===== src/rtl/counter_game_pkg.sv =====
// Shared types for the counter game engine: control codes, winner/loser
// report and FSM states.
package counter_game_pkg;

  typedef enum logic [1:0] {
    CTRL_INC_S = 2'b00,
    CTRL_INC_B = 2'b01,
    CTRL_DEC_S = 2'b10,
    CTRL_DEC_B = 2'b11
  } ctrl_e;

  typedef enum logic [1:0] {
    WHO_NONE   = 2'b00,
    WHO_LOSER  = 2'b01,
    WHO_WINNER = 2'b10
  } who_e;

  typedef enum logic [1:0] {
    IDLE,
    RUN,
    OVER
  } state_e;

endpackage


===== src/rtl/counter_game_if.sv =====
// Count interface of the counter game: commands in, counter/score/status out.
interface counter_game_if #(
  parameter int unsigned WIDTH   = 4,
  parameter int unsigned SCORE_W = 4
);
  logic               INIT;
  logic               en;
  logic [1:0]         control;
  logic [WIDTH-1:0]   load_value;
  logic [WIDTH-1:0]   main_counter;
  logic [SCORE_W-1:0] winner_count;
  logic [SCORE_W-1:0] loser_count;
  logic               WINNER;
  logic               LOSER;
  logic               GAMEOVER;
  logic [1:0]         WHO;

  modport master (
    output INIT, en, control, load_value,
    input  main_counter, winner_count, loser_count, WINNER, LOSER, GAMEOVER, WHO
  );

  modport slave (
    input  INIT, en, control, load_value,
    output main_counter, winner_count, loser_count, WINNER, LOSER, GAMEOVER, WHO
  );
endinterface


===== src/rtl/counter_game_step.sv =====
// Combinational next-value calculation for the main counter, with wrap or
// saturate behaviour and boundary-hit flags on the resulting value.
module counter_game_step
  import counter_game_pkg::*;
#(
  parameter int unsigned WIDTH      = 4,
  parameter int unsigned STEP_SMALL = 1,
  parameter int unsigned STEP_BIG   = 2,
  parameter int unsigned SATURATE   = 0
) (
  input  logic [WIDTH-1:0] cur,
  input  ctrl_e            control,
  output logic [WIDTH-1:0] nxt,
  output logic             hit_max,
  output logic             hit_zero
);

  localparam logic [WIDTH:0] SMALL = (WIDTH+1)'(STEP_SMALL);
  localparam logic [WIDTH:0] BIG   = (WIDTH+1)'(STEP_BIG);

  logic [WIDTH:0] ext;
  logic [WIDTH:0] mag;
  logic [WIDTH:0] sum;
  logic           dec;

  always_comb begin
    ext = {1'b0, cur};
    mag = SMALL;
    dec = 1'b0;
    unique case (control)
      CTRL_INC_S: begin mag = SMALL; dec = 1'b0; end
      CTRL_INC_B: begin mag = BIG;   dec = 1'b0; end
      CTRL_DEC_S: begin mag = SMALL; dec = 1'b1; end
      CTRL_DEC_B: begin mag = BIG;   dec = 1'b1; end
    endcase
    sum = dec ? (ext - mag) : (ext + mag);
    nxt = sum[WIDTH-1:0];
    // Top bit flags both overflow (increment) and borrow (decrement).
    if ((SATURATE != 0) && sum[WIDTH])
      nxt = dec ? '0 : '1;
    hit_max  = &nxt;
    hit_zero = ~|nxt;
  end

endmodule


===== src/rtl/counter_game_param.sv =====
// Counter game engine: IDLE/RUN/OVER FSM, score registers and registered
// outputs behind the count interface.
module counter_game_param
  import counter_game_pkg::*;
#(
  parameter int unsigned WIDTH       = 4,
  parameter int unsigned SCORE_W     = 4,
  parameter int unsigned SCORE_LIMIT = 15,
  parameter int unsigned STEP_SMALL  = 1,
  parameter int unsigned STEP_BIG    = 2,
  parameter int unsigned SATURATE    = 0
) (
  input  logic          clk,
  input  logic          rst,
  counter_game_if.slave cg
);

  localparam logic [SCORE_W-1:0] LIMIT = SCORE_W'(SCORE_LIMIT);

  state_e             state;
  logic [WIDTH-1:0]   cnt;
  logic [SCORE_W-1:0] win_n;
  logic [SCORE_W-1:0] los_n;
  logic               win_p;
  logic               los_p;
  logic               over;
  who_e               who;

  logic [WIDTH-1:0]   nxt;
  logic               hit_max;
  logic               hit_zero;
  logic [SCORE_W-1:0] win_inc;
  logic [SCORE_W-1:0] los_inc;

  counter_game_step #(
    .WIDTH      (WIDTH),
    .STEP_SMALL (STEP_SMALL),
    .STEP_BIG   (STEP_BIG),
    .SATURATE   (SATURATE)
  ) u_step (
    .cur      (cnt),
    .control  (ctrl_e'(cg.control)),
    .nxt      (nxt),
    .hit_max  (hit_max),
    .hit_zero (hit_zero)
  );

  always_comb begin
    win_inc = win_n + SCORE_W'(1);
    los_inc = los_n + SCORE_W'(1);
  end

  always_ff @(posedge clk) begin
    if (rst) begin
      state <= IDLE;
      cnt   <= '0;
      win_n <= '0;
      los_n <= '0;
      win_p <= 1'b0;
      los_p <= 1'b0;
      over  <= 1'b0;
      who   <= WHO_NONE;
    end else if (cg.INIT) begin
      state <= RUN;
      cnt   <= cg.load_value;
      win_n <= '0;
      los_n <= '0;
      win_p <= 1'b0;
      los_p <= 1'b0;
      over  <= 1'b0;
      who   <= WHO_NONE;
    end else begin
      win_p <= 1'b0;
      los_p <= 1'b0;
      unique case (state)
        RUN: begin
          if (cg.en) begin
            cnt <= nxt;
            if (hit_max) begin
              win_n <= win_inc;
              win_p <= 1'b1;
              if (win_inc == LIMIT) begin
                state <= OVER;
                over  <= 1'b1;
                who   <= WHO_WINNER;
              end
            end else if (hit_zero) begin
              los_n <= los_inc;
              los_p <= 1'b1;
              if (los_inc == LIMIT) begin
                state <= OVER;
                over  <= 1'b1;
                who   <= WHO_LOSER;
              end
            end
          end
        end
        default: ;
      endcase
    end
  end

  assign cg.main_counter = cnt;
  assign cg.winner_count = win_n;
  assign cg.loser_count  = los_n;
  assign cg.WINNER       = win_p;
  assign cg.LOSER        = los_p;
  assign cg.GAMEOVER     = over;
  assign cg.WHO          = who;

endmodule


===== src/flat_wrapper.sv =====
// flat-port wrapper written by rule: the top's interface ports become plain ports
module counter_game_param_flat import counter_game_pkg::*;
#(
  parameter int unsigned WIDTH       = 4,
  parameter int unsigned SCORE_W     = 4,
  parameter int unsigned SCORE_LIMIT = 15,
  parameter int unsigned STEP_SMALL  = 1,
  parameter int unsigned STEP_BIG    = 2,
  parameter int unsigned SATURATE    = 0
)
  (clk, rst, cg_INIT, cg_en, cg_control, cg_load_value, cg_main_counter, cg_winner_count, cg_loser_count, cg_WINNER, cg_LOSER, cg_GAMEOVER, cg_WHO);
  counter_game_if #(.WIDTH(WIDTH), .SCORE_W(SCORE_W)) cg_i ();
  input  logic clk;
  input  logic rst;
  input wire logic [$bits(cg_i.INIT)-1:0] cg_INIT;
  input wire logic [$bits(cg_i.en)-1:0] cg_en;
  input wire logic [$bits(cg_i.control)-1:0] cg_control;
  input wire logic [$bits(cg_i.load_value)-1:0] cg_load_value;
  output wire logic [$bits(cg_i.main_counter)-1:0] cg_main_counter;
  output wire logic [$bits(cg_i.winner_count)-1:0] cg_winner_count;
  output wire logic [$bits(cg_i.loser_count)-1:0] cg_loser_count;
  output wire logic [$bits(cg_i.WINNER)-1:0] cg_WINNER;
  output wire logic [$bits(cg_i.LOSER)-1:0] cg_LOSER;
  output wire logic [$bits(cg_i.GAMEOVER)-1:0] cg_GAMEOVER;
  output wire logic [$bits(cg_i.WHO)-1:0] cg_WHO;
  assign cg_i.INIT = cg_INIT;
  assign cg_i.en = cg_en;
  assign cg_i.control = cg_control;
  assign cg_i.load_value = cg_load_value;
  assign cg_main_counter = cg_i.main_counter;
  assign cg_winner_count = cg_i.winner_count;
  assign cg_loser_count = cg_i.loser_count;
  assign cg_WINNER = cg_i.WINNER;
  assign cg_LOSER = cg_i.LOSER;
  assign cg_GAMEOVER = cg_i.GAMEOVER;
  assign cg_WHO = cg_i.WHO;
  counter_game_param #(.WIDTH(WIDTH), .SCORE_W(SCORE_W), .SCORE_LIMIT(SCORE_LIMIT), .STEP_SMALL(STEP_SMALL), .STEP_BIG(STEP_BIG), .SATURATE(SATURATE)) u_core (.clk(clk), .rst(rst), .cg(cg_i));
endmodule

===== config.mk =====
export PLATFORM = sky130hd
export DESIGN_NAME = counter_game_param_flat
export DESIGN_NICKNAME = d
export VERILOG_FILES = /design/src/rtl/counter_game_pkg.sv /design/src/rtl/counter_game_if.sv /design/src/rtl/counter_game_step.sv /design/src/rtl/counter_game_param.sv /design/src/flat_wrapper.sv
export SDC_FILE = /design/constraint.sdc
export NUM_CORES = 1
export LEC_CHECK = 0
export BUFFER_PORTS_ARGS = -buffer_cell sky130_fd_sc_hd__clkbuf_2
export CORE_UTILIZATION = 40
export DETAILED_ROUTE_END_ITERATION = 7
export PLACE_DENSITY = 0.64
export SLEW_MARGIN = 20
export SYNTH_ARGS = -nofsm -noshare
export SYNTH_HDL_FRONTEND = slang
export SYNTH_SLANG_ARGS = --single-unit

===== constraint.sdc =====
create_clock -name clk -period 2.4 [get_ports clk]
set_input_delay 0.12 -clock clk [delete_from_list [all_inputs] [get_ports clk]]
set_output_delay 0.12 -clock clk [all_outputs]
set_load 0.01 [all_outputs]

# After elaboration in Yosys (flattened, before gate mapping)
# Index checks and enable logic that the tools add are counted.
# word_totals
reg_bits	19
latchBits	0
romBits	0
memories	0
elab_cells	68
ram_bits	0
out_inout_bits	17
inputBits	10
# classes
eq_ne	10
add_sub_neg	4
n_div	0
n_shift	0
n_mul	0
bitwise_logic	4
n_reduce_logical	19
n_lt_le_gt_ge	0
muxes	22
# op_table
cell	n
2-to-1 mux 4 bit	4
2-to-1 mux 2 bit	7
AND reduction 5 bit	2
OR reduction 2 bit	5
2-to-1 mux 1 bit	9
adder 4 x 1 -> 4 bit (second input constant)	2
equality test 4 bit (second input constant)	2
one-hot mux 4 bit (2 select lines)	1
AND reduction 4 bit	2
OR reduction 4 bit	2
AND reduction 6 bit	1
nonzero test 2 bit	3
OR reduction 5 bit	1
adder 4 bit	1
equality test 2 x 1 -> 1 bit (second input constant)	2
equality test 2 bit (second input constant)	2
inverter 1 bit	4
subtractor 4 bit	1
!= test 3 x 2 -> 1 bit (second input constant)	1
!= test 3 bit (second input constant)	1
nonzero test 3 bit	1
zero test 2 bit	1
!= test 2 x 1 -> 1 bit (second input constant)	1
!= test 2 bit (second input constant)	1
2 further kinds	2

# Depth between registers and ports, before layout
# Gate-level depths: netlist of the first run.
# depth
depth_word	11
depth_mapped	8
depth_no_buf	8

# By module
# From an unflattened synthesis of the first run, not the netlist that was laid out.
# hier_totals
hier_cells	112
area_unflattened_um2	1023.5
# modules_own_cells
module	instances	area_each_um2	cells_each	seq_area_each_um2
counter_game_param	1	865.8	91	360.3
counter_game_step	1	157.7	21	0.0

# Worst setup path after synthesis of the first run
# No wires, ideal clock.
# synth_timing
kind	flip-flop to flip-flop
startpoint	register u_core.cnt[0], in the netlist u_core.cg.main_counter[0]
endpoint	register u_core.los_n[3], in the netlist u_core.cg.loser_count[3]
path_stages_with_launch	9
t_arrival_ns	1.997
period_less_slack_ns	2.113
path_buffers	0
setup_slack_ns	0.287
path_cell_list	dfxtp_1 > inv_1 > ha_1 > fa_1 > xnor2_1 > nand3b_1 > nor2_1 > a31oi_1 > a41o_1
# synth_between
elab_chain_len	5
word_cells_on_any_way	8
cone_classes	add/sub (2); mux (1); bitwise (2); reduce/logical (3)
# synth_lines
item	line	source
from (decl)	counter_game_param.sv:21	logic [WIDTH-1:0] cnt;
from (signal assigned)	counter_game_param.sv:65	cnt <= cg.load_value;
from (signal assigned)	counter_game_param.sv:78	cnt <= nxt;
adder 4 bit or subtractor 4 bit (tied branches)	counter_game_step.sv:36	sum = dec ? (ext - mag) : (ext + mag);
2-to-1 mux 4 bit *	counter_game_step.sv:36	
AND reduction 4 bit or OR reduction 4 bit (tied branches)	counter_game_step.sv:41, counter_game_step.sv:42	
inverter 1 bit (no source line)	n/a	
AND reduction 4 bit (no source line) *	n/a	
to (signal assigned)	counter_game_param.sv:88	los_n <= los_inc;
to (decl)	counter_game_param.sv:23	logic [SCORE_W-1:0] los_n;
# Mark *: on every way between the ends. The rest lies on a longest branch, timed or not.
# A chain may end at the register's enable or synchronous reset.

# Worst setup path in the final report of the first run
# layout_timing
startpoint	register u_core.cnt[0], in the netlist u_core.cg.main_counter[0]
endpoint	register u_core.win_n[1], in the netlist u_core.cg.winner_count[1]
# layout_between
elab_chain_len	3
word_cells_on_any_way	4
cone_classes	add/sub (2); mux (1); reduce/logical (1)
# layout_lines
item	line	source
adder 4 bit or subtractor 4 bit (tied branches)	counter_game_step.sv:36	
2-to-1 mux 4 bit *	counter_game_step.sv:36	
AND reduction 6 bit (no source line) *	n/a	
to (signal assigned)	counter_game_param.sv:80	win_n <= win_inc;
to (decl)	counter_game_param.sv:22	logic [SCORE_W-1:0] win_n;
# Marked as above.

==> results.txt, run 1 <==
first-pass GRT wire length - 3.815 mm
Slew HR - 72.35%
Slew Limit Fails - 0
RR Endpoint - u_core.cg.winner_count[1]
Max Freq - 0.4513 GHz
Startpoint Class - flip-flop
Rows - 18
Syn. warnings - 0
crit path DAT - 2.42 ns
Critical Path RT - 2.60 ns
Routed Antenna Nets - 0
routed wire length - 2.367 mm
met1 WL - 1.124 mm
DRC violations left - 0
Port Buffers - 26
PD cells - 468.4 nW/um^2
Max Cap Violations - 0
Clock Sinks - 18
static leakage - 0.5596 nW
I/O pin count - 27
RSZ-0062 raised after global routing - false
WL met2 - 1.120 mm
crit path max fanout - 4
WL/cell - 13.08 um
synth top area cells - dfxtp_1 (34%), ha_1 (8.3%), nor2_1 (5.3%), xnor2_1 (5.0%), a21oi_1 (4.7%)
max layer used - met4
diode count - 0
Main synth FF type - dfxtp_1
maximum vdd drop - 226.7 uV
Core Footprint - 2500 sq um
Synth area leader - dfxtp_1
Pre-antenna DRT Iters - 4
CP Capture Type - flip-flop
gpl congestion - 0.7452
Mapped Avg Cell Area - 8.411 sq um
syn_nets - 144
EDFF count, synth - 0
Via Count - 982
CTS tree - yes
Tightest Pin Transition - 0.4132 ns
synthesized cell area - 1060 sq um
CP Class - flip-flop to flip-flop
DR WL met3 - 77 um
Period minus WS final - 2.216 ns
Synth top area share - 34.00%
Final setup viols - 0
area grow syn2layout - 16.41%
Critical Path End - u_core.cg.winner_count[1]
Setup Buffers After CTS - 0
total grt overflow - 0
Clock Tree Buf Depth - 2
top-count cell post-synth - dfxtp_1
worst min path class - primary input to flip-flop
CTS Buf Count - 3
post-DP HPWL - 1.778 mm
Final Hold Fails - 0
final core occ - 49.35%
setup TNS - 0 ns
root buf cell - clkbuf_4
Die W - 53.47 um
nets - 171
register area share after synthesis - 34.00%
Die Y - 53.47 um
Netlist cell types - 36
vias in the first global route - 877
R2R depth - 8
Worst-path clk slew - 0.10 ns
starting density of the core - 42.39%
cells after synthesis - 126
die area - 2859 sq um
initial antenna violation count - 0
Yosys reg bits - 18
Fin Clk Skew - 0.006057 ns
H-tree depth - 1
Tot GR Track Use - 18.55%
asr flop ratio synth - 0%
largest net degree at the start of global routing - 15
synth cell count leaders - dfxtp_1 (18), nor2_1 (15), a21oi_1 (10)
status - finished clean
layout cell share with drive strength beyond 1 - 22.52%
period utilization - 92.32%
Worst-Skew Late Latency - 0.29 ns
Setup crit start - u_core.cg.main_counter[0]
Reg2Reg Setup Slack - 0.18 ns
routed vias/inst - 5.425
Critical R2R Launch - u_core.cg.main_counter[0]
1st-iter DRT viols - 15
through the flow:
| step | hold slack (ns) | power, mW | worst slack [ns] | cells | cell area (sq um) |
|---|---|---|---|---|---|
| global placement | 0.3508 | 0.4275 | 0.2679 | 178 | 1204 |
| global route | 0.07737 | 0.6092 | 0.02309 | 181 | 1234 |
| finish | 0.06072 | 0.5778 | 0.1843 | 181 | 1234 |
| floorplan | 0.1924 | 0.4068 | 0.2867 | 126 | 1060 |
| detailed placement | 0.3612 | 0.4310 | 0.1499 | 178 | 1204 |
| CTS | 0.05692 | 0.5777 | 0.1220 | 181 | 1226 |
power by group:
part / total (mW) / internal [mW] / switching [mW]
clock: 0.148 / 0.0582 / 0.0895
sequential: 0.312 / 0.305 / 0.00658
combinational: 0.118 / 0.0481 / 0.0701
total: 0.578 / 0.412 / 0.166
per-layer routing:
| layer | track usage (%) | up-vias |
|---|---|---|
| li1 | - | 497 |
| met1 | 22.60 | 464 |
| met2 | 30.63 | 16 |
| met3 | 3.161 | 5 |
| met4 | 9.649 | 0 |
| met5 | 0 | - |
cell type report:
type,instances,area [sq um]
clock buffer,3,22.52
fill,259,1266
inverter,7,26.28
multi-input combinational,96,649.4
sequential,18,360.3
tap,30,37.54
timing repair buffer,27,137.6
kinds of logic (layout without fill, tap and decap cells):
logic type               after synthesis  in the layout  synth area share, %
adder cells (fa/ha/maj)                8              8                10.15
buffers and inverters                 12             37                5.431
AO/OA/AOI/OAI                         25             25                15.59
AND/OR/NAND/NOR                       54             54                27.27
flip-flops                            18             18                34.00
multiplexers                           1              1               0.9445
XOR/XNOR                               8              8                6.612
sequential cells by signal, summed over array words and instances, names as in the netlist:
name	count
u_core.cg.WHO	2
u_core.cg.WINNER	1
u_core.cg.GAMEOVER	1
u_core.cg.loser_count	4
u_core.cg.main_counter	4
u_core.cg.winner_count	4
u_core.cg.LOSER	1
u_core.state	1
critical path: stages, from the launching register on:
cell and delay, ns:
dfxtp_1 0.36, inv_1 0.05, ha_1 0.21, fa_1 0.51
nor2_1 0.20, nand3_1 0.17, nor3_1 0.35, nor2_1 0.07
a211oi_1 0.21
placed cells by master (no fill, tap or decap), drive strengths merged:
cell	Yosys	layout
mux2i	1	1
ha	7	7
nand3	3	3
nand3b	4	4
nor4b	2	2
dfxtp	18	18
nand4b	1	1
clkbuf	2	29
o31a	2	2
and3	6	6
inv	7	7
or2	2	2
o211a	1	1
a41o	2	2
nand2	9	9
xor2	2	2
nor2	15	15
nand4	2	2
nor3	6	6
xnor2	6	6
and3b	1	1
buf	3	1
a211oi	3	3
fa	1	1
o21a	1	1
o21ai	2	2
nor2b	1	1
o21bai	1	1
o31ai	1	1
a21oi	10	10
nor4	2	2
a31oi	2	2
worst min path at each step:
stage / startpoint / to / slack, ns / cells past startpoint
after floorplan: rst / u_core.cg.main_counter[0] / 0.19 / 1
after global placement: cg_load_value[2] / u_core.cg.main_counter[2] / 0.35 / 3
after detailed placement: cg_load_value[0] / u_core.cg.main_counter[0] / 0.36 / 3
after CTS: cg_load_value[0] / u_core.cg.main_counter[0] / 0.06 / 3
after global routing: cg_load_value[0] / u_core.cg.main_counter[0] / 0.08 / 3
final: cg_load_value[0] / u_core.cg.main_counter[0] / 0.06 / 3
repair_timing:
| action | 4_1_cts | 5_1_grt |
|---|---|---|
| setup endpoints to repair | 0 | 7 |
| hold endpoints to repair | 0 | 0 |
| hold buffers | 0 | 0 |
| gates resized for setup | 0 | 1 |
No activity file was read; power rests on OpenSTA's default activity.
==> run 2: changes to the inputs <==
Settings changed: ABC_AREA set to 1.
==> run 2 against run 1 <==
Net effect: core utilization rose by 0.95 points; wire length down 7.8%; clock power increased by 32%; synthesized cell count increased by 17%; worst hold slack got worse by 0.0093 ns; first-iteration DRC count increased by 73%; sequential cell count is the same; final cell count grew 14%; via count is 2.1% higher; die area up 0.24%; fmax grew 4.5%; critical endpoint is now u_core.cg.WHO[0]; sequential power is essentially flat.
==> results.txt, run 2 <==
crit path DAT - 2.31 ns (-0.11 ns)
H-tree depth - 1 (unchanged)
Tightest Pin Transition - 0.4740 ns (+0.06084 ns)
DRC violations left - 0 (unchanged)
synth top area cells - dfxtp_1 (34%), nand2_1 (14%), ha_1 (8.2%), inv_1 (6.7%), nand3_1 (4.7%)
Slew Limit Fails - 0 (unchanged)
static leakage - 0.6156 nW (+10%)
synthesized cell area - 1062 sq um (+0.24%)
PD cells - 491.3 nW/um^2 (+4.9%)
Hold WS - 0.05146 ns (-0.009252 ns)
Synth area leader - dfxtp_1
Fin Clk Skew - 0.01213 ns (+0.006078 ns)
placed inst area - 1221 sq um (+1.5%)
setup TNS - 0 ns (unchanged)
EDFF count, synth - 0 (unchanged)
Routed Antenna Nets - 0 (unchanged)
Reg2Reg Setup Slack - 0.28 ns (+0.10 ns)
worst min path class - primary input to flip-flop
area grow syn2layout - 18.37%
Max Freq - 0.4718 GHz (+4.5%)
worst setup margin - 0.2806 ns (+0.09631 ns)
Final setup viols - 0 (unchanged)
routed vias/inst - 4.869 (-10%)
CP Class - flip-flop to flip-flop
vias in the first global route - 912 (+4.0%)
I/O pin count - 27 (unchanged)
Worst-Skew Late Latency - 0.31 ns (+0.02 ns)
Rows - 18 (unchanged)
total grt overflow - 0 (unchanged)
crit path max fanout - 9 (+5)
Clock Tree Buf Depth - 2 (unchanged)
Port Buffers - 26 (unchanged)
largest net degree at the start of global routing - 11 (-4)
CTS Buf Count - 3 (unchanged)
Main synth FF type - dfxtp_1
Mapped Avg Cell Area - 7.177 sq um (-15%)
root buf cell - clkbuf_4
synth cell count leaders - nand2_1 (39), inv_1 (19), dfxtp_1 (18)
Tot GR Track Use - 17.51% (-1.0 points)
RR Endpoint - u_core.cg.WHO[0]
first-pass GRT wire length - 3.650 mm (-4.3%)
Pre-antenna DRT Iters - 4 (unchanged)
Via Count - 1003 (+2.1%)
cells after synthesis - 148 (+17%)
initial antenna violation count - 0 (unchanged)
asr flop ratio synth - 0% (unchanged)
final core occ - 50.30% (+0.95 points)
Die Y - 53.54 um (+0.12%)
Final Cell Area - 1257 sq um (+1.9%)
Period minus WS final - 2.119 ns (-0.09632 ns)
Worst Hold Depth - 2 (-1)
routed wire length - 2.183 mm (-7.8%)
Synth top area share - 33.92% (-0.080 points)
Yosys reg bits - 18 (unchanged)
Critical Path RT - 2.59 ns (about the same)
WL/cell - 10.60 um (-19%)
Slew HR - 68.28% (-4.1 points)
Critical R2R Launch - u_core.cg.main_counter[0]
maximum vdd drop - 258.4 uV (+14%)
Syn. warnings - 0 (unchanged)
nets - 195 (+14%)
fill count - 255 (-1.5%)
top-count cell post-synth - nand2_1
commonest non-fill, non-tap cell in the layout - nand2_1
status - finished clean
starting density of the core - 42.49% (+0.10 points)
most frequent cells in the layout - nand2_1 (39), clkbuf_2 (26), inv_1 (19)
R2R depth - 11 (+3)
hold worst-path end - u_core.state[0]
CTS Hold Bufs - 0 (unchanged)
syn_nets - 166 (+15%)
dpl ws - 0.3231 ns (+0.1732 ns)
die area - 2866 sq um (+0.24%)
Final Hold Fails - 0 (unchanged)
register area share after synthesis - 33.92% (-0.080 points)
gpl congestion - 0.8695 (+17%)
layout cell share with drive strength beyond 1 - 27.27% (+4.8 points)
CP Capture Type - flip-flop
Netlist cell types - 24 (-33%)
Setup Buffers After CTS - 0 (unchanged)
CTS tree - yes
period utilization - 88.31% (-4.0 points)
cts repair resizes - 0 (unchanged)
Die W - 53.54 um (+0.12%)
diode count - 0 (unchanged)
1st-iter DRT viols - 26 (+11)
post-DP HPWL - 1.708 mm (-4.0%)
hold_sp - rst
Core Footprint - 2500 sq um (unchanged)
Startpoint Class - flip-flop
Clock Sinks - 18 (unchanged)
Worst-path clk slew - 0.12 ns (+0.02 ns)
Max Cap Violations - 0 (unchanged)
RSZ-0062 raised after global routing - false
[run 2: cell types whose count changed in the layout (fill, tap and decap cells not counted), moves of 4 or more]
| cell | before | now |
|---|---|---|
| nand2_1 | 9 | 39 |
| inv_1 | 7 | 19 |
| nand3_1 | 3 | 10 |
| nor3_1 | 6 | 0 |
| and3_1 | 5 | 0 |
| nor2_1 | 15 | 10 |
| xnor2_1 | 5 | 0 |
| a21oi_2 | 0 | 4 |
| nand2_2 | 0 | 4 |
| nand3b_1 | 4 | 0 |
[run 2: worst max path at each step]
stage                         startpoint               end  slack (ns)  cells after the start
2_1_floorplan  u_core.cg.main_counter[0]  u_core.cg.WHO[0]        0.46                     11
3_3_place_gp   u_core.cg.main_counter[0]  u_core.cg.WHO[0]        0.35                     11
3_5_place_dp   u_core.cg.main_counter[0]  u_core.cg.WHO[0]        0.32                     11
4_1_cts        u_core.cg.main_counter[0]  u_core.cg.WHO[0]        0.28                     11
5_1_grt        u_core.cg.main_counter[0]  u_core.cg.WHO[0]        0.09                     11
6_report       u_core.cg.main_counter[0]  u_core.cg.WHO[0]        0.28                     11
[run 2: per-layer routing]
layer,GRT usage (%),vias up,part of all wire (%)
met5,0,-,0
met4,7.895,0,1.7
met3,2.542,5,3.9
met2,29.17,23,45
met1,22.18,443,49
li1,-,532,-
[run 2: final cells by class]
class                   count  area (sq um)  area share, %
inverters                  23         86.33          6.866
multi-input cells         105         606.8          48.26
clock buffers               4         36.28          2.886
repair buffers             26         130.1          10.35
well taps                  30         37.54          2.985
flip-flops and latches     18         360.3          28.66
[run 2: cells by family after synthesis]
logic type,share of synthesized area [%]
buf+inv,8.951
xor+xnor,1.649
flops,33.92
simple gates,31.69
compound gates,13.66
fa+ha+maj,10.13
[run 2: critical path: stages (launching register included)]
cell and delay (ns):
dfxtp_1 0.37, inv_1 0.05, ha_1 0.22, fa_1 0.46, inv_1 0.09, nand2_1 0.07
nor2_2 0.19, nand3_2 0.20, nand2_1 0.16, nand2_2 0.07, nand2_1 0.07, a21oi_2 0.05
[run 2: metrics by stage]
stage / std cells / power, mW
global route: 206 / 0.6483
floorplan: 148 / 0.3995
detailed placement: 202 / 0.4285
global placement: 202 / 0.4262
CTS: 206 / 0.6222
finish: 206 / 0.6178
[run 2: report_power, final]
| group | leakage [nW] | total (mW) | switching, mW | internal (mW) |
|---|---|---|---|---|
| Combinational | 0.448 | 0.111 | 0.0714 | 0.0392 |
| Clock | 0.0210 | 0.196 | 0.104 | 0.0926 |
| Sequential | 0.146 | 0.311 | 0.00593 | 0.305 |
